File: config.mk
export PLATFORM = sky130hd
export DESIGN_NAME = prio_scan_display
export DESIGN_NICKNAME = d
export VERILOG_FILES = /design/src/rtl/prio_disp_pkg.sv /design/src/rtl/hex_to_7seg.sv /design/src/rtl/prio_scan_display.sv
export SDC_FILE = /design/constraint.sdc
export NUM_CORES = 1
export LEC_CHECK = 0
export ABC_AREA = 1
export CAP_MARGIN = 30
export CORE_MARGIN = 3
export CORE_UTILIZATION = 45
export DETAILED_ROUTE_END_ITERATION = 10
export PLACE_DENSITY = 0.7
export REMOVE_ABC_BUFFERS = 1
export SLEW_MARGIN = 40
export SYNTH_ARGS = -nofsm -noshare
export SYNTH_HDL_FRONTEND = slang
export SYNTH_HIERARCHICAL = 1
export SYNTH_SLANG_ARGS = --single-unit
export TNS_END_PERCENT = 1
File: constraint.sdc
create_clock -name clk -period 7.1 [get_ports clk]
set_input_delay 0.71 -clock clk [delete_from_list [all_inputs] [get_ports clk]]
set_output_delay 0.71 -clock clk [all_outputs]
set_load 0.02 [all_outputs]
File: src/rtl/prio_disp_pkg.sv
// Shared definitions for the priority-scan display: mode encodings,
// the gfedcba hex segment table and small elaboration-time helpers.
package prio_disp_pkg;

  localparam logic [1:0] MODE_LIVE_HI = 2'b00;
  localparam logic [1:0] MODE_PEAK    = 2'b01;
  localparam logic [1:0] MODE_STROBE  = 2'b10;
  localparam logic [1:0] MODE_LIVE_LO = 2'b11;

  // Active-high segment patterns, bit order gfedcba, indexed by nibble value.
  localparam logic [6:0] SEG_TABLE [16] = '{
    7'b0111111, 7'b0000110, 7'b1011011, 7'b1001111,
    7'b1100110, 7'b1101101, 7'b1111101, 7'b0000111,
    7'b1111111, 7'b1101111, 7'b1110111, 7'b1111100,
    7'b0111001, 7'b1011110, 7'b1111001, 7'b1110001
  };

  function automatic int clog2(input int value);
    int r;
    int v;
    r = 0;
    v = value - 1;
    while (v > 0) begin
      r++;
      v = v >> 1;
    end
    return r;
  endfunction

  function automatic int max_int(input int a, input int b);
    return (a > b) ? a : b;
  endfunction

endpackage

File: src/rtl/hex_to_7seg.sv
// Combinational nibble to seven-segment decoder (gfedcba, active-high).
module hex_to_7seg
  import prio_disp_pkg::*;
(
  input  logic [3:0] nibble,
  output logic [6:0] seg
);

  assign seg = SEG_TABLE[nibble];

endmodule

File: src/rtl/prio_scan_display.sv
// Priority encoder over a registered request vector with live, peak-hold and
// strobed result modes, driving a multiplexed hex seven-segment display.
module prio_scan_display
  import prio_disp_pkg::*;
#(
  parameter  int N_IN     = 16,
  parameter  int SCAN_DIV = 1000,
  localparam int IDX_W    = max_int(1, clog2(N_IN)),
  localparam int NDIG     = (IDX_W + 3) / 4
) (
  input  logic             clk,
  input  logic             rst_n,
  input  logic [N_IN-1:0]  data,
  input  logic [1:0]       mode,
  input  logic             capture,
  input  logic             clear,
  output logic [IDX_W-1:0] index,
  output logic             valid,
  output logic [6:0]       segments,
  output logic             none,
  output logic [NDIG-1:0]  digit_en
);

  localparam int CNT_W = max_int(1, clog2(SCAN_DIV));
  localparam int SEL_W = max_int(1, clog2(NDIG));
  localparam int EXT_W = 4 * NDIG;

  logic [N_IN-1:0]  sample;
  logic [IDX_W-1:0] hi;
  logic [IDX_W-1:0] lo;
  logic             any;

  logic [IDX_W-1:0] index_nxt;
  logic             valid_nxt;

  logic [CNT_W-1:0] cnt;
  logic [CNT_W-1:0] cnt_nxt;
  logic [SEL_W-1:0] sel;
  logic [SEL_W-1:0] sel_nxt;

  logic [EXT_W-1:0] index_ext;
  logic [3:0]       nibble;
  logic [6:0]       seg_pat;

  // Encoder: later iterations override earlier ones, so the loop direction
  // decides whether the highest or lowest set bit wins.
  always_comb begin
    hi = '0;
    lo = '0;
    for (int i = 0; i < N_IN; i++) begin
      if (sample[i]) hi = IDX_W'(i);
    end
    for (int i = N_IN - 1; i >= 0; i--) begin
      if (sample[i]) lo = IDX_W'(i);
    end
  end

  assign any = |sample;

  // NOTE: every variable gets a default at the top of an always_comb so an
  // unhandled branch holds state in a flop, never in an inferred latch.
  always_comb begin
    index_nxt = index;
    valid_nxt = valid;
    case (mode)
      MODE_LIVE_HI: begin
        index_nxt = hi;
        valid_nxt = any;
      end
      MODE_LIVE_LO: begin
        index_nxt = lo;
        valid_nxt = any;
      end
      MODE_PEAK: begin
        if (clear) begin
          index_nxt = '0;
          valid_nxt = 1'b0;
        end else if (any && (!valid || hi > index)) begin
          index_nxt = hi;
          valid_nxt = 1'b1;
        end
      end
      MODE_STROBE: begin
        if (clear) begin
          index_nxt = '0;
          valid_nxt = 1'b0;
        end else if (capture) begin
          index_nxt = hi;
          valid_nxt = any;
        end
      end
      default: ;
    endcase
  end

  always_comb begin
    cnt_nxt = cnt + CNT_W'(1);
    sel_nxt = sel;
    if (cnt == CNT_W'(SCAN_DIV - 1)) begin
      cnt_nxt = '0;
      sel_nxt = (sel == SEL_W'(NDIG - 1)) ? '0 : sel + SEL_W'(1);
    end
  end

  // Segments are decoded from the next index and next digit select so that
  // they, digit_en and index all change on the same edge.
  assign index_ext = EXT_W'(index_nxt);

  always_comb begin
    nibble = '0;
    for (int d = 0; d < NDIG; d++) begin
      if (sel_nxt == SEL_W'(d)) nibble = index_ext[4*d +: 4];
    end
  end

  hex_to_7seg u_hex (
    .nibble (nibble),
    .seg    (seg_pat)
  );

  // NOTE: sequential state uses non-blocking assignments only, so every flop
  // samples the pre-edge values regardless of statement order.
  always_ff @(posedge clk) begin
    if (!rst_n) begin
      sample   <= '0;
      index    <= '0;
      valid    <= 1'b0;
      cnt      <= '0;
      sel      <= '0;
      segments <= '0;
      digit_en <= NDIG'(1);
    end else begin
      sample   <= data;
      index    <= index_nxt;
      valid    <= valid_nxt;
      cnt      <= cnt_nxt;
      sel      <= sel_nxt;
      segments <= valid_nxt ? seg_pat : 7'b0000000;
      digit_en <= NDIG'(1) << sel_nxt;
    end
  end

  assign none = ~valid;

endmodule
==> results.md <==
- Hold Buf Count CTS: 0
- Layout cells sized above 1: 9.11%
- Logic pwr share: 26.7%
- First-pass GRT wire length: 7.98 mm
- IO Pins: 36
- Vias in the first global route: 1866
- Rel. slew slack: 55.5%
- Clk slew on worst S/H paths: 80 ps
- Area grow syn2layout: 21.6%
- Sw frac: 31.4%
- Buffers on Ports: 35
- Drt drc: 0
- Yosys warns: 6
- Setup TNS: 0 ps
- Pin count of the biggest net entering global routing: 18
- Placed insts: 444
- Power Density: 188 nW/µm²
- Worst Hold Class: reg -> reg
- Post-synth EDFFs: 0
- Synth area leaders: dfxtp_1 35%, nand2_1 15%, inv_1 12%
- DP Area: 2740 µm²
- Placed wire-length estimate: 3.51 mm
- Skew-Pair Late Insertion Delay: 290 ps
- Clk_skew: 12.8 ps
- Commonest non-fill, non-tap cell in the layout: nand2_1
- Fin cells: 451
- Mean number of vias per cell: 4.45
- Clock power frac: 27.0%
- Die Wd: 77.8 µm
- Cts repair resizes: 0
- Drt first pass iters: 4
- Tightest Pin Transition: 668 ps
- GPL Wtd Cong: 0.889
- Routed len/inst: 9.77 µm
- Max VDD drop: 0.0930 mV
- CTS buffer count: 5
- Asr flop ratio synth: 0%
- Diodes inserted: 0
- Antenna viol nets, final: 0
- Antenna violations before repair: 0
- Final hold vios: 0
- CTS max path bufs: 2
- F_max: 276 MHz
- Final setup vio count: 0
- Maxcap violations: 0
- Yosys cell types: 30
- Initial cell density of the core: 47.8%
- Tot GR Track Use: 16.2%
- Commonest cells after routing, fill and taps aside: 93 x nand2_1, 75 x inv_1, 40 x dfxtp_1
- DR iter-0 viols: 110
- Kind of end point of the critical path: flip-flop
- Setup crit start kind: flip-flop
- Seq cells post-synth: 40
- Setup ws final: 3480 ps
- Flop pwr share: 46.3%
- H-tree depth: 2
- Total grt overflow: 0
- Layout net count: 422
- NetSw: 0.166 mW
- Critical path arrival: 3810 ps
- Most area-hungry cell type in the Yosys netlist: dfxtp_1
- Total internal power: 0.364 mW
- Status: finished, final reports clean
- Syn Inst Count: 345
- RSZ-0062 raised after global routing: no
- Total chip power: 0.530 mW
- Die Y: 77.8 µm
- Final min period: 3620 ps
- Syn_area_per_cell: 6.72 µm²
- Share of the yosys chip area belonging to registers: 34.5%
- Area share of the largest cell type after synthesis: 34.5%
- Setup bufs post-CTS: 0
- Post-Syn Area: 2320 µm²
- Drt total wl: 4.41 mm
- Core Area: 4850 µm²
- Critical path type: reg -> reg
- CTS tree: built
- Die ar.: 6050 µm²
- CTS root buffer: clkbuf_8
- Final Cell Area: 2820 µm²
- Count of clock tree sinks: 40
- Worst-path maximum fanout: 7
- Slew Viols, Final: 0
- Dpl ws: 3500 ps
- Req. time, crit path: 7290 ps
- Post-synth top flop: dfxtp_1
- Period Utilization, post-route: 51.0%
- Vias: 2008
- Leakage power: 1.43 nW
- Row count: 25
==> cells in the mapped netlist (2+ instances only) <==
| library cell | count |
|---|---|
| nor2_2 | 3 |
| nor2_4 | 4 |
| inv_4 | 2 |
| clkbuf_1 | 2 |
| nand2_1 | 93 |
| xor2_1 | 2 |
| nand3_1 | 9 |
| nor2_1 | 32 |
| o2111ai_1 | 3 |
| a21oi_1 | 21 |
| nor3b_1 | 3 |
| nand2_2 | 6 |
| dfxtp_1 | 40 |
| nand3_2 | 2 |
| o21ai_2 | 3 |
| o21ai_0 | 7 |
| inv_1 | 75 |
| inv_2 | 4 |
| nor3_1 | 6 |
| o21ai_1 | 3 |
| ha_1 | 16 |
==> power by group through the flow <==
stage          registers (mW)  clock network, mW  logic [mW]
6_report                0.246              0.143       0.142
5_1_grt                 0.248              0.162       0.163
4_1_cts                 0.246              0.151       0.142
3_5_place_dp            0.251                  0       0.141
3_3_place_gp            0.251                  0       0.138
2_1_floorplan           0.259                  0      0.0858
==> layer usage <==
layer	global-route usage, %	up-vias	part of all wire, %
met3	4.18	7	4.8
met1	21.2	845	50
met5	0	-	0
met2	25.4	38	44
li1	-	1118	-
met4	6.23	0	1.5
==> final timing paths <==
kind	end	slack (ps)	cells after the start	start
worst max-delay path	segments[3]$_SDFF_PN0_	3480	25	sample[7]$_SDFF_PN0_
worst min-delay path	cnt[0]$_SDFF_PP0_	450	1	cnt[0]$_SDFF_PP0_
worst max register to register	segments[3]$_SDFF_PN0_	3480	25	sample[7]$_SDFF_PN0_
worst min register to register	cnt[0]$_SDFF_PP0_	450	1	cnt[0]$_SDFF_PP0_
==> cell type report <==
class,count,area [µm²]
fillers,470,2030
repair buffers,35,350
well taps,67,83.8
flip-flops and latches,40,801
clock inverters,2,12.5
clock buffers,5,68.8
multi-input cells,220,1190
inverters,82,313
==> flip-flops by register name (all words and copies together) (netlist names) <==
signal    flops
segments      7
sample       16
index         4
sel           1
digit_en      1
cnt          10
valid         1
==> critical path, stage by stage (launching register included) <==
cell     delay [ps]
dfxtp_1         310
nor2_1          180
inv_1            70
a21oi_1         120
o21ai_1          80
a21oi_1         270
inv_1           140
ha_1            310
a21oi_1          60
o21ai_0         120
o21ai_0         100
nand2_1         160
nand2_8          90
a21oi_1         160
a22oi_2          70
o21ai_2         120
o21ai_2          80
nor2_1          270
inv_1           160
ha_1            290
nand2_1          70
o21ai_0          80
nand2_1          80
nand2_1          50
inv_1            40
nor2_1           30
==> cell families (layout without fill, tap and decap cells) <==
logic type               Yosys count  count (layout)  share of synthesized area, %
AND/OR/NAND/NOR                  163             163                          31.8
buffers and inverters             85             124                          14.1
flip-flops                        40              40                          34.5
AO/OA/AOI/OAI                     39              39                          10.1
adder cells (fa/ha/maj)           16              16                          8.63
XOR/XNOR                           2               2                         0.756
==> metrics by stage <==
stage	util [%]	hold WS [ps]
3_3_place_gp	56.5	433
6_report	58.1	450
5_1_grt	58.1	500
4_1_cts	58.1	457
3_5_place_dp	56.5	443
2_1_floorplan	-	418
(Power assumes the default switching activity.)
